===== config.mk =====
export PLATFORM = sky130hd
export DESIGN_NAME = alu_muldiv
export DESIGN_NICKNAME = d
export VERILOG_FILES = /design/src/rtl/alu_muldiv.sv
export SDC_FILE = /design/constraint.sdc
export NUM_CORES = 1
export LEC_CHECK = 0
export CORE_MARGIN = 3
export CORE_UTILIZATION = 60
export CTS_CLUSTER_DIAMETER = 100
export DETAILED_ROUTE_END_ITERATION = 7
export PLACE_DENSITY = 0.87
export RECOVER_POWER = 100
export SLEW_MARGIN = 40
export SYNTH_ARGS = -nofsm -noshare
export SYNTH_HDL_FRONTEND = slang
export SYNTH_SLANG_ARGS = --single-unit
export TNS_END_PERCENT = 20

===== constraint.sdc =====
create_clock -name clk -period 12.1 [get_ports clk]
set_input_delay 1.21 -clock clk [delete_from_list [all_inputs] [get_ports clk]]
set_output_delay 1.21 -clock clk [all_outputs]
set_load 0.01 [all_outputs]

===== src/rtl/alu_muldiv.sv =====
// -----------------------------------------------------------------------------
// alu_muldiv
//
// Multi-cycle RV32M multiply/divide unit for the execute stage. It takes one
// request at a time over a valid/ready handshake and iterates one bit per
// cycle. Multiply uses radix-2 shift-add and divide uses restoring
// shift-subtract, both on operand magnitudes. Signs are applied in a single
// FIXUP cycle at the end. Divide-by-zero and signed overflow bypass the
// iteration and complete at acceptance.
//
// Optional feature: define ALU_MULDIV_FAST_MUL_EN to make all multiply ops
// single-cycle through a (2*XLEN)-bit multiplier. Divides are not affected.
//
// Ports:
//   clk        rising-edge clock
//   rst        asynchronous active-high reset
//   flush      synchronous abort of any in-flight operation
//   in_valid   request valid
//   in_ready   unit can accept a request (IDLE and no flush)
//   op         funct3: 0 MUL 1 MULH 2 MULHSU 3 MULHU 4 DIV 5 DIVU 6 REM 7 REMU
//   op1, op2   rs1 / rs2 operands
//   out_valid  result valid (held until out_ready)
//   out_ready  consumer takes result
//   result     registered result
//   busy       unit is not IDLE
// -----------------------------------------------------------------------------
module alu_muldiv #(
  parameter int XLEN = 32
) (
  input  logic            clk,
  input  logic            rst,
  input  logic            flush,
  input  logic            in_valid,
  output logic            in_ready,
  input  logic [2:0]      op,
  input  logic [XLEN-1:0] op1,
  input  logic [XLEN-1:0] op2,
  output logic            out_valid,
  input  logic            out_ready,
  output logic [XLEN-1:0] result,
  output logic            busy
);

  localparam int CNT_W = $clog2(XLEN) + 1;

  localparam logic [2:0] OP_MUL    = 3'd0;
  localparam logic [2:0] OP_MULH   = 3'd1;
  localparam logic [2:0] OP_MULHSU = 3'd2;
  localparam logic [2:0] OP_MULHU  = 3'd3;
  localparam logic [2:0] OP_DIV    = 3'd4;
  localparam logic [2:0] OP_REM    = 3'd6;

  typedef enum logic [1:0] {S_IDLE, S_CALC, S_FIXUP, S_DONE} state_t;

  state_t              r_state, w_next_state;
  logic [2:0]          r_op;
  logic                r_neg_a, r_neg_b;
  logic [XLEN-1:0]     r_b;
  // Multiply: {partial product high, remaining multiplier bits}.
  // Divide:   {partial remainder, dividend bits shifting into quotient}.
  logic [2*XLEN-1:0]   r_acc;
  logic [CNT_W-1:0]    r_cnt;
  logic [XLEN-1:0]     r_result;

  // ---------------------------------------------------------------------------
  // Acceptance-time decode on the live inputs
  // ---------------------------------------------------------------------------
  logic            w_accept, w_sign_a, w_sign_b, w_neg_a, w_neg_b;
  logic [XLEN-1:0] w_mag_a, w_mag_b;
  logic            w_div_zero, w_div_ovf, w_fast_mul, w_fast;
  logic [XLEN-1:0] w_fast_res;

  assign w_accept = in_valid && in_ready;
  assign w_sign_a = (op == OP_MULH) || (op == OP_MULHSU) || (op == OP_DIV) || (op == OP_REM);
  assign w_sign_b = (op == OP_MULH) || (op == OP_DIV) || (op == OP_REM);
  assign w_neg_a  = w_sign_a && op1[XLEN-1];
  assign w_neg_b  = w_sign_b && op2[XLEN-1];
  assign w_mag_a  = w_neg_a ? -op1 : op1;
  assign w_mag_b  = w_neg_b ? -op2 : op2;

  assign w_div_zero = op[2] && (op2 == '0);
  assign w_div_ovf  = ((op == OP_DIV) || (op == OP_REM)) &&
                      (op1 == {1'b1, {(XLEN-1){1'b0}}}) && (op2 == '1);

`ifdef ALU_MULDIV_FAST_MUL_EN
  logic [2*XLEN-1:0] w_ext_a, w_ext_b, w_full;
  // Sign-extend to 2*XLEN; the truncated unsigned product is then the
  // correct two's-complement product for every signedness combination.
  assign w_ext_a    = {{XLEN{w_neg_a}}, op1};
  assign w_ext_b    = {{XLEN{w_neg_b}}, op2};
  assign w_full     = w_ext_a * w_ext_b;
  assign w_fast_mul = !op[2];
`else
  assign w_fast_mul = 1'b0;
`endif

  assign w_fast = w_div_zero || w_div_ovf || w_fast_mul;

  // NOTE: every signal assigned in always_comb gets a default first so no latch is inferred.
  always_comb begin
    w_fast_res = '0;
    // op[1] separates REM/REMU from DIV/DIVU within the divide group.
    if (w_div_zero)     w_fast_res = op[1] ? op1 : '1;
    else if (w_div_ovf) w_fast_res = op[1] ? '0 : op1;
`ifdef ALU_MULDIV_FAST_MUL_EN
    else if (w_fast_mul) w_fast_res = (op == OP_MUL) ? w_full[XLEN-1:0] : w_full[2*XLEN-1:XLEN];
`endif
  end

  // ---------------------------------------------------------------------------
  // One iteration step
  // ---------------------------------------------------------------------------
  logic [XLEN:0]     w_mul_sum, w_div_shift, w_div_diff;
  logic [2*XLEN-1:0] w_mul_next, w_div_next;

  assign w_mul_sum   = {1'b0, r_acc[2*XLEN-1:XLEN]} + (r_acc[0] ? {1'b0, r_b} : '0);
  assign w_mul_next  = {w_mul_sum, r_acc[XLEN-1:1]};
  assign w_div_shift = r_acc[2*XLEN-1:XLEN-1];
  assign w_div_diff  = w_div_shift - {1'b0, r_b};
  // A borrow out of the trial subtraction means the divisor did not fit:
  // keep the shifted remainder and shift in a 0 quotient bit.
  assign w_div_next  = w_div_diff[XLEN] ? {w_div_shift[XLEN-1:0], r_acc[XLEN-2:0], 1'b0}
                                        : {w_div_diff[XLEN-1:0],  r_acc[XLEN-2:0], 1'b1};

  // ---------------------------------------------------------------------------
  // Sign fix-up and result selection
  // ---------------------------------------------------------------------------
  logic [2*XLEN-1:0] w_prod;
  logic [XLEN-1:0]   w_quo, w_rem, w_fix_res;

  assign w_prod = (r_neg_a ^ r_neg_b) ? -r_acc : r_acc;
  assign w_quo  = (r_neg_a ^ r_neg_b) ? -r_acc[XLEN-1:0] : r_acc[XLEN-1:0];
  assign w_rem  = r_neg_a ? -r_acc[2*XLEN-1:XLEN] : r_acc[2*XLEN-1:XLEN];

  always_comb begin
    w_fix_res = w_prod[2*XLEN-1:XLEN];
    if (r_op == OP_MUL)  w_fix_res = w_prod[XLEN-1:0];
    else if (r_op[2])    w_fix_res = r_op[1] ? w_rem : w_quo;
  end

  // ---------------------------------------------------------------------------
  // FSM
  // ---------------------------------------------------------------------------
  // NOTE: sequential state uses non-blocking assignments so all registers update together.
  always_ff @(posedge clk or posedge rst) begin
    if (rst) r_state <= S_IDLE;
    else     r_state <= w_next_state;
  end

  always_comb begin
    w_next_state = r_state;
    if (flush) begin
      w_next_state = S_IDLE;
    end else begin
      case (r_state)
        S_IDLE:  if (w_accept) w_next_state = w_fast ? S_DONE : S_CALC;
        S_CALC:  if (r_cnt == CNT_W'(1)) w_next_state = S_FIXUP;
        S_FIXUP: w_next_state = S_DONE;
        S_DONE:  if (out_ready) w_next_state = S_IDLE;
        default: w_next_state = S_IDLE;
      endcase
    end
  end

  // ---------------------------------------------------------------------------
  // Datapath registers
  // ---------------------------------------------------------------------------
  always_ff @(posedge clk or posedge rst) begin
    if (rst) begin
      r_op     <= '0;
      r_neg_a  <= 1'b0;
      r_neg_b  <= 1'b0;
      r_b      <= '0;
      r_acc    <= '0;
      r_cnt    <= '0;
      r_result <= '0;
    end else if (!flush) begin
      if (r_state == S_IDLE && w_accept) begin
        r_op    <= op;
        r_neg_a <= w_neg_a;
        r_neg_b <= w_neg_b;
        r_b     <= w_mag_b;
        r_acc   <= {{XLEN{1'b0}}, w_mag_a};
        r_cnt   <= CNT_W'(XLEN);
        if (w_fast) r_result <= w_fast_res;
      end else if (r_state == S_CALC) begin
        r_acc <= r_op[2] ? w_div_next : w_mul_next;
        r_cnt <= r_cnt - CNT_W'(1);
      end else if (r_state == S_FIXUP) begin
        r_result <= w_fix_res;
      end
    end
  end

  assign in_ready  = (r_state == S_IDLE) && !flush;
  assign out_valid = (r_state == S_DONE);
  assign busy      = (r_state != S_IDLE);
  assign result    = r_result;

endmodule


==> results of run 1 <==
==> synthesized netlist by cell type (17+ instances only) <==
| master | instances |
|---|---|
| o21ai_0 | 205 |
| nand2_1 | 198 |
| nor2_1 | 196 |
| a21oi_1 | 164 |
| dfrtp_1 | 141 |
| clkbuf_1 | 107 |
| xnor2_1 | 106 |
| xor2_1 | 80 |
| ha_1 | 76 |
| inv_1 | 75 |
| nor3_1 | 54 |
| mux2i_1 | 50 |
| o211ai_1 | 48 |
| nand3_1 | 37 |
| a21o_1 | 25 |
| a31oi_1 | 24 |
| or3_1 | 24 |
| o31ai_1 | 23 |
| nand2b_1 | 22 |
| o22ai_1 | 17 |
==> worst min path at each step <==
| stage | from | endpoint | cells after the start | slack (ns) |
|---|---|---|---|---|
| global placement | r_b[13]$_DFFE_PP0P_ | r_b[13]$_DFFE_PP0P_ | 2 | 0.46 |
| global route | result[2]$_DFFE_PP0P_ | result[2]$_DFFE_PP0P_ | 2 | 0.50 |
| CTS | result[12]$_DFFE_PP0P_ | result[12]$_DFFE_PP0P_ | 2 | 0.49 |
| floorplan | r_b[10]$_DFFE_PP0P_ | r_b[10]$_DFFE_PP0P_ | 2 | 0.45 |
| finish | result[12]$_DFFE_PP0P_ | result[12]$_DFFE_PP0P_ | 2 | 0.48 |
| detailed placement | result[12]$_DFFE_PP0P_ | result[12]$_DFFE_PP0P_ | 2 | 0.47 |
==> worst register-to-register path, stage by stage, from the launching register on <==
cell and delay [ns]:
dfrtp_1 0.38, inv_1 0.11, ha_1 0.24, nor2b_1 0.15
nand2_1 1.62, clkbuf_1 2.26, nand2_1 1.30, nor2_1 0.49
o21ai_0 0.14, a31oi_1 0.27, a21oi_1 0.10, nand3_1 0.11
==> report_power, final <==
part / internal (mW) / switching, mW / total, mW
sequential: 0.677 / 0.374 / 1.05
combinational: 1.26 / 1.85 / 3.11
clock: 0.292 / 0.246 / 0.538
total: 2.23 / 2.47 / 4.70
==> registers in the layout, indices dropped and copies added (netlist names) <==
signal and cells:
r_neg_b 1, r_acc 64, r_state 2, r_op 3
result 32, r_b 32, r_neg_a 1, r_cnt 6
==> cell type report <==
type / instances / area share [%]
inverter: 76 / 1.78
sequential: 141 / 21.9
tap: 319 / 2.48
clock inverter: 14 / 0.924
clock buffer: 18 / 2.66
multi-input combinational: 1596 / 62.8
timing repair buffer: 127 / 7.45
==> metrics by stage <==
step / cells / hold slack, ns / cell area (µm²) / utilization, %
2_1_floorplan: 1942 / 0.450 / 14400 / -
3_3_place_gp: 2259 / 0.462 / 15600 / 66.1
3_5_place_dp: 2259 / 0.470 / 15600 / 66.1
4_1_cts: 2291 / 0.486 / 16100 / 68.5
5_1_grt: 2291 / 0.502 / 16100 / 68.4
6_report: 2291 / 0.477 / 16100 / 68.4
==> metal layers <==
| layer | GRT usage, % | wire length, µm | part of all wire (%) | vias up |
|---|---|---|---|---|
| met4 | 12.0 | 1640 | 3.4 | 2 |
| met3 | 6.42 | 4890 | 10 | 162 |
| met1 | 51.5 | 20200 | 41 | 7228 |
| li1 | - | - | - | 7017 |
| met5 | 0 | 13 | 0.027 | - |
| met2 | 57.6 | 22000 | 45 | 944 |
==> kinds of logic (layout without fill, tap and decap cells) <==
group | after synthesis | in the layout | share of synthesized area [%]
xor+xnor | 186 | 186 | 11.3
buf+inv | 205 | 235 | 5.56
compound gates | 631 | 631 | 26.8
fa+ha+maj | 78 | 78 | 6.89
simple gates | 644 | 644 | 20.9
flops | 141 | 141 | 24.5
mux | 57 | 57 | 4.03
==> summary.txt, run 1 <==
Die
  – Core area: 23,500 µm²
  – # rows: 56
  – Die area: 25,900 µm²
  – Initial core utilization: 61.1%
  – Die Y: 161 µm
  – Die width: 161 µm
  – I/O pin cnt: 107

Logic synthesis
  – Distinct cells, synth: 76
  – Register area share after synthesis: 24.5%
  – Synth warn: 0
  – Area leader, netlist: dfrtp_1
  – FFs w/ async S/R, synth: 100%
  – Synth top area cells: dfrtp_1 (25%), o21ai_0 (7.1%), ha_1 (6.6%)
  – #FFs+latches synth: 141
  – Synth Flop Type: dfrtp_1
  – Cell Area, Synth: 14,400 µm²
  – Post-synth EDFFs: 0
  – Cells after Synth: 1,942
  – Syn_nets: 2,092
  – Top cell type's share of synthesized area: 24.5%
  – Syn Area/Cell: 7.41 µm²

Power and ir drop
  – Peak supply drop: 207 µV
  – Pwr Density: 292 nW/µm²
  – Leak: 6.72 nW
  – Total power: 4.70 mW

Clock network
  – Post-CTS Setup Inserts: 0
  – Clk_lat worst skew: 0.45 ns
  – Cts hold-fix bufs: 0
  – TritonCTS clock tree: yes
  – Post_cts resized: 0
  – Bufs on Longest Clock Path: 2
  – Htree depth: 4
  – Clock transition at the registers of the reported paths: 0.07 ns
  – Clock sinks: 141
  – CTS Buf Count: 17
  – Root Buffer: clkbuf_16

Timing
  – Slew Limit Headroom: -145%
  – Slew Limit Fails: 376
  – Fin crit share: 65.3%
  – Clock skew: 0.0153 ns
  – Final hold viol count: 0
  – Worst-margin pin slew: 3.68 ns
  – Crit path time final: 7.90 ns
  – Setup WS post-layout: 4.20 ns
  – Total Neg Setup Slack: 0 ns
  – Final setup violation count: 0
  – FMAX: 127 MHz
  – RSZ-0062 raised after global routing: no

Critical path
  – Crit Path Category: input port to register
  – CP endpoint kind: register
  – Critical Path RT: 12.48 ns
  – Crit start category: input port
  – Critical Path Most Common Cell: nand2_1
  – Critical R2R Capture: result[26]$_DFFE_PP0P_
  – Crit-path leading delay family: simple AND/OR/NAND/NOR gates
  – R2r setup slk: 4.87 ns
  – Worst-path maximum fanout: 79
  – Reg2reg path depth: 11
  – CP max stage delay: 2.26 ns
  – CP arrival: 8.29 ns
  – Crit-path cells: dlygate4sd3_1 > nor2b_1 > nand2_1 > clkbuf_1 > nand2_1 > nor2_1 > o21ai_0 > a31oi_1 > a21oi_1 > nand3_1
  – Worst path bufs/invs: 2
  – Critical-path top delay cell: clkbuf_1
  – Launch point of the critical path: flush
  – Crit path depth: 10
  – Worst setup path end: result[26]$_DFFE_PP0P_
  – R2r startpoint: r_state[0]$_DFFE_PP0P_

Job
  – Max Cap Viol: 6

Outcome
  – Failing checks: capacitance limit, slew limit
  – Status: complete, but fails checks

Drt
  – DRT Wirelength: 48,800 µm
  – DRT antenna net count: 0
  – Iteration count of the initial detailed-routing pass: 6
  – Wire per inst: 21.3 µm
  – # DRC: 0
  – Post-DR vias/cell: 6.70
  – Vias: 15,353
  – Initial DRC count: 2,140

Finish
  – Layout cell share with drive strength beyond 1: 4.16%
  – Commonest non-fill, non-tap cells in the layout: o21ai_0 (204), nand2_1 (197), nor2_1 (196), a21oi_1 (164), dfrtp_1 (140)
  – Fill count: 2,057
  – Layout net count: 2,109
  – Syn-to-layout area delta: 11.9%
  – Most common cell after layout, fill and taps aside: o21ai_0
  – Multi-input gate area: 10,100 µm²
  – Register area: 3530 µm²
  – # diodes: 0

Global route
  – GRT Total Usage: 36.7%
  – Largest net degree at the start of global routing: 80
  – GRT overflow: 0
  – Vias in the first global route: 14,246
  – First-pass GRT wire length: 77,000 µm
  – Initial antenna violation count: 1

Placed design
  – Detailed Place HPWL: 36,000 µm
  – Pre-CTS setup slack: 6.66 ns
  – Port-buffer cells: 106
  – Gpl congestion: 1.00

Min path
  – HP Class: register to register
Note: power is estimated with default switching activity, not from simulation.
==> run 2: changes to the inputs <==
Clock period 12.1 ns to 7.6 ns, I/O delays scaled along.
==> run 2 against run 1 <==
Effect of this change:
- the flow still finishes with violations (capacitance limit, slew limit)
- sequential cell count stayed put
- sequential power grew 58%
- highest routed layer unchanged
- design area about the same
- sequential share of layout area about the same
- die area stayed put
- clock power grew 61%
- via count decreased by 0.15%
- critical path depth grew 3
- count of clock-buffer cells in the layout is the same
- non-clock buffer count down 1
- utilization barely moved
- final cell count about the same
==> summary.txt, run 2 (synthesis results as in run 1) <==
Clock network
  – Clock sinks: 141 (unchanged)
  – Clk_lat worst skew: 0.44 ns (about the same)
  – Htree depth: 4 (unchanged)
  – Bufs on Longest Clock Path: 2 (unchanged)
  – Post-CTS Setup Inserts: 0 (unchanged)
  – Post_cts resized: 0 (unchanged)
  – Clock transition at the registers of the reported paths: 0.07 ns (about the same)
  – Root Buffer: clkbuf_16
  – Cts hold-fix bufs: 0 (unchanged)
  – TritonCTS clock tree: yes
  – CTS Buf Count: 17 (unchanged)

Placed design
  – Detailed Place HPWL: 35,400 µm (-1.5%)
  – Inst Count DP: 2,258 (-0.044%)
  – Gpl congestion: 1.04 (+3.8%)
  – Port-buffer cells: 106 (unchanged)

Drt
  – Wire per inst: 21.2 µm (-0.30%)
  – Vias: 15,330 (-0.15%)
  – Post-DR vias/cell: 6.69 (-0.11%)
  – DRT antenna net count: 0 (unchanged)
  – Initial DRC count: 2,179 (+1.8%)
  – Iteration count of the initial detailed-routing pass: 8 (+2)
  – # DRC: 0 (unchanged)
  – DRT Wirelength: 48,600 µm (-0.34%)

Critical path
  – Critical Path RT: 7.92 ns (-4.56 ns)
  – Worst-path maximum fanout: 26 (-67%)
  – CP arrival: 5.90 ns (-2.39 ns)
  – Crit start category: register
  – Crit Path Category: register to register
  – CP endpoint kind: register

Die
  – Die area: 25,900 µm² (unchanged)
  – Core area: 23,500 µm² (unchanged)
  – Initial core utilization: 61.1% (unchanged)
  – I/O pin cnt: 107 (unchanged)
  – Die Y: 161 µm (unchanged)
  – # rows: 56 (unchanged)
  – Die width: 161 µm (unchanged)

Global route
  – Initial antenna violation count: 2 (+1)
  – Vias in the first global route: 14,314 (+0.48%)
  – First-pass GRT wire length: 77,000 µm (about the same)
  – Largest net degree at the start of global routing: 78 (-2.5%)
  – GRT Total Usage: 36.7% (about the same)
  – GRT overflow: 0 (unchanged)

Finish
  – Layout net count: 2,108 (-0.047%)
  – Number of flip-flops in the largest register: 64 (unchanged)
  – Layout cell share with drive strength beyond 1: 4.16% (about the same)
  – Multi-input gate area: 10,100 µm² (about the same)
  – Final core occ: 68.4% (about the same)
  – Register area: 3530 µm² (unchanged)
  – Layout Cells excl Fill: 2,290 (-0.044%)
  – Most common cell after layout, fill and taps aside: o21ai_0
  – Commonest non-fill, non-tap cells in the layout: o21ai_0 (204), nand2_1 (197), nor2_1 (195), a21oi_1 (164), dfrtp_1 (140)
  – Fill count: 2,031 (-1.3%)
  – Syn-to-layout area delta: 12.0% (about the same)
  – Biggest register: r_acc
  – # diodes: 0 (unchanged)

Power and ir drop
  – Leak: 6.73 nW (+0.11%)
  – Net Sw Power: 3.94 mW (+60%)
  – Peak supply drop: 229 µV (+11%)
  – Comb pwr share: 66.2% (about the same)
  – Total power: 7.48 mW (+59%)
  – Sequential Power Share: 22.2% (-0.2 points)
  – Clock network fraction of design power: 11.6% (+0.2 points)
  – Total internal power: 3.54 mW (+58%)
  – Pwr Density: 464 nW/µm² (+59%)
  – Switching share of power: 52.7% (+0.21 points)

Timing
  – Final hold viol count: 0 (unchanged)
  – Final setup violation count: 0 (unchanged)
  – Total Neg Setup Slack: 0 ns (unchanged)
  – Worst-margin pin slew: 3.46 ns (-0.218 ns)
  – Fin crit share: 73.3%
  – FMAX: 179 MHz
  – Slew Limit Headroom: -132% (+13 points)
  – Slew Limit Fails: 262 (-30%)
  – Crit path time final: 5.57 ns
  – Clock skew: 0.0136 ns (-0.00178 ns)
  – RSZ-0062 raised after global routing: no
  – Hold WS: 0.481 ns (+0.00394 ns)

Job
  – Max Cap Viol: 5 (-1)

Outcome
  – Failing checks: capacitance limit, slew limit
  – Status: complete, but fails checks

Min path
  – HP Class: register to register
==> run 2: area by class of cell <==
cell class	instances	area share, %
clock buffers	18	2.73
flip-flops and latches	141	21.9
clock inverters	14	0.932
multi-input cells	1596	62.7
well taps	319	2.48
inverters	76	1.78
repair buffers	126	7.47
==> run 2: final timing paths <==
path / start / endpoint / slack [ns] / cells past startpoint
worst max-delay path: r_acc[31]$_DFFE_PP0P_ / r_acc[60]$_DFFE_PP0P_ / 2.03 / 13
worst min-delay path: r_b[20]$_DFFE_PP0P_ / r_b[20]$_DFFE_PP0P_ / 0.48 / 2
worst max register to register: r_acc[31]$_DFFE_PP0P_ / r_acc[60]$_DFFE_PP0P_ / 2.03 / 13
worst min register to register: r_b[20]$_DFFE_PP0P_ / r_b[20]$_DFFE_PP0P_ / 0.48 / 2
max in group asynchronous: rst / r_op[2]$_DFFE_PP0P_ / 3.91 / 2
min in group asynchronous: rst / r_acc[5]$_DFFE_PP0P_ / 1.77 / 2
==> run 2: per-layer routing <==
layer	track usage, %	routed length (µm)	vias up	share of wire [%]
met2	57.4	21600	990	45
met5	0	26	-	0.054
met3	7.58	5600	158	12
li1	-	-	7016	-
met1	50.6	19500	7162	40
met4	13.2	1810	4	3.7
==> run 2: power groups by stage <==
| stage | clock network [mW] | registers (mW) | logic, mW |
|---|---|---|---|
| floorplan | 0 | 1.36 | 3.73 |
| global placement | 0 | 1.63 | 4.68 |
| CTS | 0.865 | 1.63 | 4.84 |
| global route | 0.897 | 1.70 | 5.39 |
| finish | 0.867 | 1.66 | 4.95 |
| detailed placement | 0 | 1.64 | 4.79 |
==> run 2: through the flow <==
| stage | cell area, µm² | setup WS, ns |
|---|---|---|
| after floorplan | 14400 | 3.06 |
| after global placement | 15500 | 2.51 |
| after detailed placement | 15600 | 2.66 |
| after CTS | 16100 | 3.08 |
| after global routing | 16100 | 1.83 |
| final | 16100 | 2.03 |
==> run 2: worst max-delay path, stage by stage (launching register included) <==
cell and delay (ns):
dfrtp_1 0.52, inv_1 0.22, ha_1 0.26, fa_1 0.40
nand2b_1 0.18, a21oi_1 0.27, o211ai_1 0.27, a21oi_1 0.23
nor2_1 0.13, a311oi_1 0.30, o311a_1 1.07, clkbuf_1 0.96
mux2_1 0.44, o21a_1 0.18
==> run 3: changes to the inputs <==
Settings changed: CORE_UTILIZATION 60 to 55, PLACE_DENSITY 0.87 to 0.85.
Clock period 7.6 ns to 4.6 ns, I/O delays scaled along.
==> run 3 against run 2 <==
Effect of this change:
- the run still ends with capacitance limit, slew limit left
- via count rose by 1.5%
- maximum frequency rose by 35%
- clock skew rose by 0.0029 ns
- largest power group unchanged
- register-to-register slack got worse by 1.6 ns
- design area rose by 1.7%
- die area rose by 8.7%
- final cell count rose by 2.1%
- critical path depth fell by 1
==> summary.txt, run 3 (synthesis results as in run 1) <==
Die
  – Die area: 28,100 µm² (+8.7%)
  – # rows: 58 (+3.6%)
  – Core area: 25,500 µm² (+8.2%)
  – Die width: 168 µm (+4.3%)
  – Die Y: 168 µm (+4.3%)
  – I/O pin cnt: 107 (unchanged)
  – Initial core utilization: 56.5% (-4.6 points)

Clock network
  – CTS Buf Count: 17 (unchanged)
  – Clock transition at the registers of the reported paths: 0.07 ns (about the same)
  – Bufs on Longest Clock Path: 2 (unchanged)
  – Root Buffer: clkbuf_16
  – Post_cts resized: 0 (unchanged)
  – Clk_lat worst skew: 0.44 ns (about the same)
  – TritonCTS clock tree: yes
  – Cts hold-fix bufs: 0 (unchanged)
  – Clock sinks: 141 (unchanged)
  – Post-CTS Setup Inserts: 0 (unchanged)
  – Htree depth: 4 (unchanged)

Critical path
  – Crit Path Category: register to register
  – R2r setup slk: 0.47 ns (-1.56 ns)
  – Crit-path cells: ha_1 > a21oi_1 > o21ai_0 > a41oi_1 > nor3_1 > nor2_1 > a311oi_1 > o311a_1 > clkbuf_1 > mux2i_1 > a21oi_1 > a31o_2
  – CP endpoint kind: register
  – Crit start category: register
  – Critical-path top delay cell: dfrtp_1
  – Critical Path Most Common Cell: a21oi_1
  – CP max stage delay: 0.56 ns (-0.51 ns)
  – Worst-path maximum fanout: 9 (-65%)
  – Critical Path RT: 4.92 ns (-3.00 ns)
  – CP arrival: 4.45 ns (-1.45 ns)

Finish
  – Biggest register: r_acc
  – # diodes: 0 (unchanged)
  – Multi-input gate area: 10,100 µm² (+0.14%)
  – Fill count: 2,259 (+11%)
  – Final Cell Area: 16,400 µm² (+1.7%)
  – Syn-to-layout area delta: 13.8%
  – Most common cell after layout, fill and taps aside: o21ai_0
  – Layout cell share with drive strength beyond 1: 5.62% (+1.5 points)
  – Number of flip-flops in the largest register: 64 (unchanged)
  – Register area: 3530 µm² (unchanged)
  – Layout Cells excl Fill: 2,339 (+2.1%)
  – Layout net count: 2,146 (+1.8%)
  – Commonest non-fill, non-tap cells in the layout: o21ai_0 (206), nand2_1 (197), nor2_1 (196), a21oi_1 (164), dfrtp_1 (140)

Timing
  – Final hold viol count: 0 (unchanged)
  – Total Neg Setup Slack: 0 ns (unchanged)
  – Worst-margin pin slew: 1.57 ns (-1.89 ns)
  – Final setup violation count: 0 (unchanged)
  – Crit path time final: 4.13 ns (-1.44 ns)
  – FMAX: 242 MHz (+35%)
  – RSZ-0062 raised after global routing: no
  – Clock skew: 0.0164 ns (+0.00286 ns)
  – Slew Limit Fails: 59 (-77%)
  – Slew Limit Headroom: -4.92% (+130 points)
  – Setup WS post-layout: 0.467 ns (-1.56 ns)
  – Fin crit share: 89.9% (+17 points)

Global route
  – GRT overflow: 0 (unchanged)
  – Initial antenna violation count: 1 (-1)
  – Largest net degree at the start of global routing: 87 (+12%)
  – Met3 GRT Util: 9.94% (+2.4 points)
  – GRT Total Usage: 34.5% (-2.3 points)
  – Vias in the first global route: 14,874 (+3.9%)
  – GR Layer Usage met1: 45.6% (-5.0 points)
  – First-pass GRT wire length: 78,700 µm (+2.3%)
  – Busiest grt layer: met2
  – Met2 Track Usage GR: 53.1% (-4.3 points)

Drt
  – Vias: 15,556 (+1.5%)
  – Initial DRC count: 1,765 (-19%)
  – # DRC: 0 (unchanged)
  – Post-DR vias/cell: 6.65 (-0.65%)
  – DRT antenna net count: 0 (unchanged)
  – Wire per inst: 21.4 µm (+0.69%)
  – DRT Wirelength: 50,000 µm (+2.8%)
  – Iteration count of the initial detailed-routing pass: 6 (-2)

Placed design
  – Port-buffer cells: 106 (unchanged)
  – Gpl congestion: 1.04 (-0.58%)
  – Pre-CTS setup slack: 0.651 ns (-2.01 ns)
  – DP Area: 15,900 µm² (+1.9%)
  – Detailed Place HPWL: 37,500 µm (+5.8%)
  – Inst Count DP: 2,307 (+2.2%)

Power and ir drop
  – Peak supply drop: 391 µV (+71%)
  – Pwr Density: 768 nW/µm² (+65%)
  – Leak: 6.88 nW (+2.3%)

Job
  – Max Cap Viol: 2 (-3)

Outcome
  – Status: complete, but fails checks
  – Failing checks: capacitance limit, slew limit

Min path
  – HP Class: register to register
-- run 3: cell count changes in the layout (fill, tap and decap cells not counted), sizes merged --
cell	before	now
clkinvlp	1	2
buf	17	43
dlygate4sd3	39	38
clkinv	7	4
inv	81	83
clkbuf	21	33
clkdlybuf4s50	67	68
-- run 3: path summary, 6_finish.rpt --
kind                                        from               endpoint  cells after the start
setup / recovery           r_acc[48]$_DFFE_PP0P_  r_acc[36]$_DFFE_PP0P_                     12
hold / removal             result[2]$_DFFE_PP0P_  result[2]$_DFFE_PP0P_                      2
setup reg to reg           r_acc[48]$_DFFE_PP0P_  r_acc[36]$_DFFE_PP0P_                     12
hold reg to reg            result[2]$_DFFE_PP0P_  result[2]$_DFFE_PP0P_                      2
max in group asynchronous                    rst    r_b[13]$_DFFE_PP0P_                      3
min in group asynchronous                    rst   r_acc[7]$_DFFE_PP0P_                      2
-- run 3: critical path: cells and delay by family (launching register included) --
kind | cells | cell delay [ns]
AOI/OAI and AO/OA | 7 | 1.68
adders and majority gates | 1 | 0.49
buffers and inverters | 1 | 0.45
DFF | 1 | 0.56
muxes | 1 | 0.33
and+or+nand+nor | 2 | 0.49
-- run 3: final cells by class --
cell class,instances,share of cell area (%)
sequential,141,21.6
multi-input combinational,1596,61.8
tap,330,2.52
inverter,76,1.79
timing repair buffer,164,8.81
clock inverter,14,0.932
clock buffer,18,2.62
-- run 3: stage by stage --
step	power, mW	utilization (%)	hold WS, ns
CTS	12.4	64.5	0.488
global route	13.4	64.3	0.505
detailed placement	10.9	62.2	0.473
global placement	10.8	62.2	0.460
finish	12.6	64.3	0.482
floorplan	8.41	-	0.450
-- run 3: report_power, final --
part | switching, mW | internal, mW | leakage (nW) | total, mW
Sequential | 0.859 | 1.78 | 1.78 | 2.64
Clock | 0.653 | 0.769 | 0.281 | 1.42
Combinational | 5.09 | 3.42 | 4.82 | 8.52
Total | 6.61 | 5.97 | 6.88 | 12.6
-- run 3: layer usage --
metal	share of wire, %	vias up
li1	-	7080
met1	39	7309
met2	44	1007
met3	12	158
met4	4.2	2
met5	0.026	-
==> variant 1: new RTL, config.mk and constraints of run 2 <==
Reset style: synchronous (`rst`), changed in 2 clocked blocks. Comments in the files are not updated.
--- a/src/rtl/alu_muldiv.sv
+++ b/src/rtl/alu_muldiv.sv
@@ -142,7 +142,7 @@
   // FSM
   // ---------------------------------------------------------------------------
   // NOTE: sequential state uses non-blocking assignments so all registers update together.
-  always_ff @(posedge clk or posedge rst) begin
+  always_ff @(posedge clk) begin
     if (rst) r_state <= S_IDLE;
     else     r_state <= w_next_state;
   end
@@ -165,7 +165,7 @@
   // ---------------------------------------------------------------------------
   // Datapath registers
   // ---------------------------------------------------------------------------
-  always_ff @(posedge clk or posedge rst) begin
+  always_ff @(posedge clk) begin
     if (rst) begin
       r_op     <= '0;
       r_neg_a  <= 1'b0;
Behaviour: differs if rst is asserted again (counterexample within 4 cycles, from zero or initial values and one cycle with rst high); with rst held inactive, the same outputs for 4 cycles.
==> variant 1 against run 2 <==
The run ends with design-rule violations, max-capacitance violations, max-slew violations left. Synthesized area down 1.4%. Via count up 2.0%. Maximum frequency up 1.8%. Synthesized cell count up 1.8%. Wire length up 0.41%. Sequential cell count unchanged. Non-clock buffer count up 2. Setup slack better by 0.098 ns. Cell area down 1.5%. Critical path type is now in -> reg. Largest cell class unchanged. Highest routed layer is now met4.
Power is not compared: it rests on default switching activity, and its combinational part moved more than twofold at a synthesized area within 25%.
==> variant 1: results (changes against run 2) <==
[yosys]
syn_area_per_cell_um2 = 7.184  ; -3.1%
synth_compound_area_frac = 0.2956  ; +0.02809
yosys-top-cells-count = nor2_1, nand2_1, a21oi_1, dfxtp_1, o21ai_0
synth_xor_area_frac = 0.1166  ; +0.003408
synthMuxAreaShare = 0.03843  ; -0.001826
synth-seq-area-share = 0.1989  ; -0.04634
synth.net_count = 2127  ; +1.7%
synthArstFlopShare = 0  ; -1.000

[setup_path]
timing.rr.end = r_acc[32]$_SDFFE_PP0P_
critPathMaxFanout = 31  ; +19%
r2r_start = r_state[1]$_SDFFE_PP0P_
rr_worst_depth = 11  ; -2
slowest_delay_ns = 1.18  ; +0.11 ns

[status]
status = finished with violations
violations = design-rule violations, max-capacitance violations, max-slew violations

[placement]
place_area_mm2 = 0.01528  ; -1.8%
dp_slack_ns = 3.024  ; +0.3670 ns
hpwl_mm = 35.90  ; +1.3%
place_congestion = 0.9946  ; -4.5%

[cells_and_area]
design.seq.count = 141  ; unchanged
regArea_mm2 = 0.002826  ; -20%
clk_share = 0.03816  ; +0.001584
drive_above_1_share = 0.04363  ; +0.002028
fillers = 1950  ; -4.0%
sh_seq_area = 0.1781  ; -0.04111
stdcell_count = 2307  ; +0.74%
num-multi-input-gates = 1623  ; +1.7%
final_nets = 2132  ; +1.1%
multi_input_area_share = 0.6661  ; +0.03907
n_all_buffers = 128  ; +1.6%

[grt]
grt_max_degree = 82  ; +5.1%
grt_pass1_wl_mm = 76.62  ; -0.43%
grt.total_usage = 0.3657  ; -0.001406
antenna_found_initial = 0  ; -2

[detailed_routing]
routed_wl_mm = 48.79  ; +0.41%
viasPerCell = 6.779  ; +1.3%
drcViolationCount = 8  ; +8
drt_iter0_drc = 1906  ; -13%

[timing]
holdWs_ns = 0.4701  ; -0.01066 ns
slew_viol_final = 44  ; -83%
clock_skew_ns = 0.01497  ; +0.001398 ns

[clock_network]
cts_root_buf = clkbuf_16

[run]
max_cap_viol_count = 2  ; -3

[hold_path]
hold_end = r_b[31]$_SDFFE_PP0P_
min_from = r_b[31]$_SDFFE_PP0P_

[variant 1: worst max-delay path by stage]
| stage | from | to | slack, ns | cells past startpoint |
|---|---|---|---|---|
| after floorplan | r_acc[0]$_SDFFE_PP0P_ | r_acc[59]$_SDFFE_PP0P_ | 4.24 | 13 |
| after global placement | op1[10] | result[31]$_SDFFE_PP0P_ | 2.96 | 10 |
| after detailed placement | op1[10] | result[23]$_SDFFE_PP0P_ | 3.02 | 11 |
| after CTS | r_acc[31]$_SDFFE_PP0P_ | r_acc[47]$_SDFFE_PP0P_ | 3.46 | 12 |
| after global routing | flush | r_acc[32]$_SDFFE_PP0P_ | 2.08 | 9 |
| final | flush | r_acc[32]$_SDFFE_PP0P_ | 2.13 | 9 |
[variant 1: layer usage]
layer  vias up  routed length, µm  GRT usage
li1       7245                  -          -
met1      7271              20600     0.5127
met2       968              20980     0.5513
met3       156               5344    0.07160
met4         0               1875     0.1487
met5         -                  0          0
==> variant 2: new RTL, config.mk and constraints of run 2 <==
Made on the original files. Change the parameter `XLEN` from 32 to 16.
--- a/src/rtl/alu_muldiv.sv
+++ b/src/rtl/alu_muldiv.sv
@@ -25,7 +25,7 @@
 //   busy       unit is not IDLE
 // -----------------------------------------------------------------------------
 module alu_muldiv #(
-  parameter int XLEN = 32
+  parameter int XLEN = 16
 ) (
   input  logic            clk,
   input  logic            rst,
Interface: changed (resized op1, op2 and result); port bits go from 107 to 59. The function was not compared with the original's and may differ.
==> variant 2 against run 2 <==
The flow still finishes with violations (max-capacitance violations, max-slew violations). Total power is 52% lower. Setup slack better by 0.61 ns. Synthesized cell count fell by 51%. Non-clock buffer count fell by 58. Utilization grew 0.67 points. Cell area shrank 48%. Via count is 52% lower. Wire length down 56%. Sequential cell count fell by 65. Synthesized area decreased by 48%. Critical path type is now in -> async. Largest power group unchanged.
==> variant 2: results (changes against run 2) <==
[run]
max_cap_viol_count = 3  ; -2

[status]
violations = max-capacitance violations, max-slew violations
status = finished with violations

[placement]
place_area_mm2 = 0.008092  ; -48%
place_congestion = 0.8929  ; -14%
port_buffers = 58  ; -45%
hpwl_mm = 15.36  ; -57%

[yosys]
yosys-top-cells-count = nor2_1, nand2_1, dfrtp_1, a21oi_1
synthDistinctLibCells = 70  ; -7.9%
synth.net_count = 1038  ; -50%

[cells_and_area]
final_nets = 1059  ; -50%
fillers = 989  ; -51%
drive_above_1_share = 0.02965  ; -0.01195

[power]
p_leak_nw = 3.591  ; -47%
peakVddDrop_uv = 233.8  ; +2.0%

[setup_path]
critPathMaxFanout = 76  ; +190%
critPathTopFamily = buffers and inverters
slowest_delay_ns = 2.98  ; +1.91 ns
crit_end = r_state[1]$_DFFE_PP0P_
timing.rr.end = r_acc[31]$_DFFE_PP0P_
rr_worst_depth = 10  ; -3
r2r_start = r_state[0]$_DFFE_PP0P_
arrival_ns = 4.40  ; -1.50 ns

[detailed_routing]
viasPerCell = 6.444  ; -3.7%
dr.pass1.iters = 6  ; -2
drt_iter0_drc = 630  ; -71%

[timing]
slew_viol_final = 134  ; -49%
clock_skew_ns = 0.01090  ; -0.002674 ns

[clock_network]
cts_made_buffers = 9  ; -8
clock_latency_ns = 0.34  ; -0.10 ns
h-tree-depth = 3  ; -1

[grt]
grt_max_degree = 77  ; -1.3%
grt.total_usage = 0.3181  ; -0.04898
grt_pass1_wl_mm = 34.51  ; -55%
grt_pass1_vias = 6929  ; -52%
antenna_found_initial = 0  ; -2

variant 2: layout make-up:
cell class              count  area, µm²  area share
flip-flops and latches     76       1902      0.2281
repair buffers             68      648.1     0.07774
multi-input cells         770       5077      0.6090
well taps                 168      210.2     0.02521
clock inverters             4      72.57    0.008705
inverters                  48      180.2     0.02161
clock buffers              12      246.5     0.02957
variant 2: how the worst min path moves through the flow:
stage / to / slack [ns] / cells after the start
after floorplan: r_b[10]$_DFFE_PP0P_ / 0.45 / 2
after global placement: r_b[8]$_DFFE_PP0P_ / 0.46 / 2
after detailed placement: r_b[7]$_DFFE_PP0P_ / 0.47 / 2
after CTS: r_b[7]$_DFFE_PP0P_ / 0.49 / 2
after global routing: r_b[3]$_DFFE_PP0P_ / 0.50 / 2
final: result[9]$_DFFE_PP0P_ / 0.48 / 1
variant 2: cell families (layout without fill, tap and decap cells):
family | count (synthesis) | in the layout | synth area share
AO/OA/AOI/OAI | 281 | 281 | 0.2476
AND/OR/NAND/NOR | 311 | 311 | 0.1987
XOR/XNOR | 96 | 96 | 0.1132
flip-flops | 76 | 76 | 0.2562
multiplexers | 36 | 36 | 0.04971
adder cells (fa/ha/maj) | 46 | 46 | 0.07954
buffers and inverters | 106 | 132 | 0.05511
variant 2: metrics by stage:
step                      setup slack, ns  instances  hold WS, ns  total power (W)    util
after floorplan                     4.108        952       0.4498         0.002499       -
after global placement              3.199       1130       0.4605         0.003011  0.6692
after detailed placement            3.272       1130       0.4739         0.003071  0.6709
after CTS                           3.621       1146       0.4881         0.003578  0.6973
after global routing                1.947       1146       0.5043         0.003860  0.6912
final                               2.641       1146       0.4842         0.003591  0.6912
variant 2: power by group:
group / internal (W) / switching, W
sequential: 0.000576 / 0.000267
clock: 0.000297 / 0.000180
combinational: 0.000950 / 0.00132
total: 0.00182 / 0.00177
variant 2: worst reg2reg max path: cells and delay by family, from the launching register on:
| kind | cells | cell delay [ns] |
|---|---|---|
| buf+inv | 2 | 1.32 |
| fa+ha+maj | 1 | 0.19 |
| compound gates | 2 | 0.23 |
| simple gates | 5 | 2.12 |
| flops | 1 | 0.42 |
variant 2: layer usage:
layer  track usage  wire length [µm]  part of all wire  vias to the layer above
met1        0.4336              8647              0.40                     3445
met5             0                 0                 0                        -
met4        0.1407               860             0.040                        0
li1              -                 -                 -                     3448
met3       0.05913              2124             0.099                       77
met2        0.4936              9864              0.46                      415
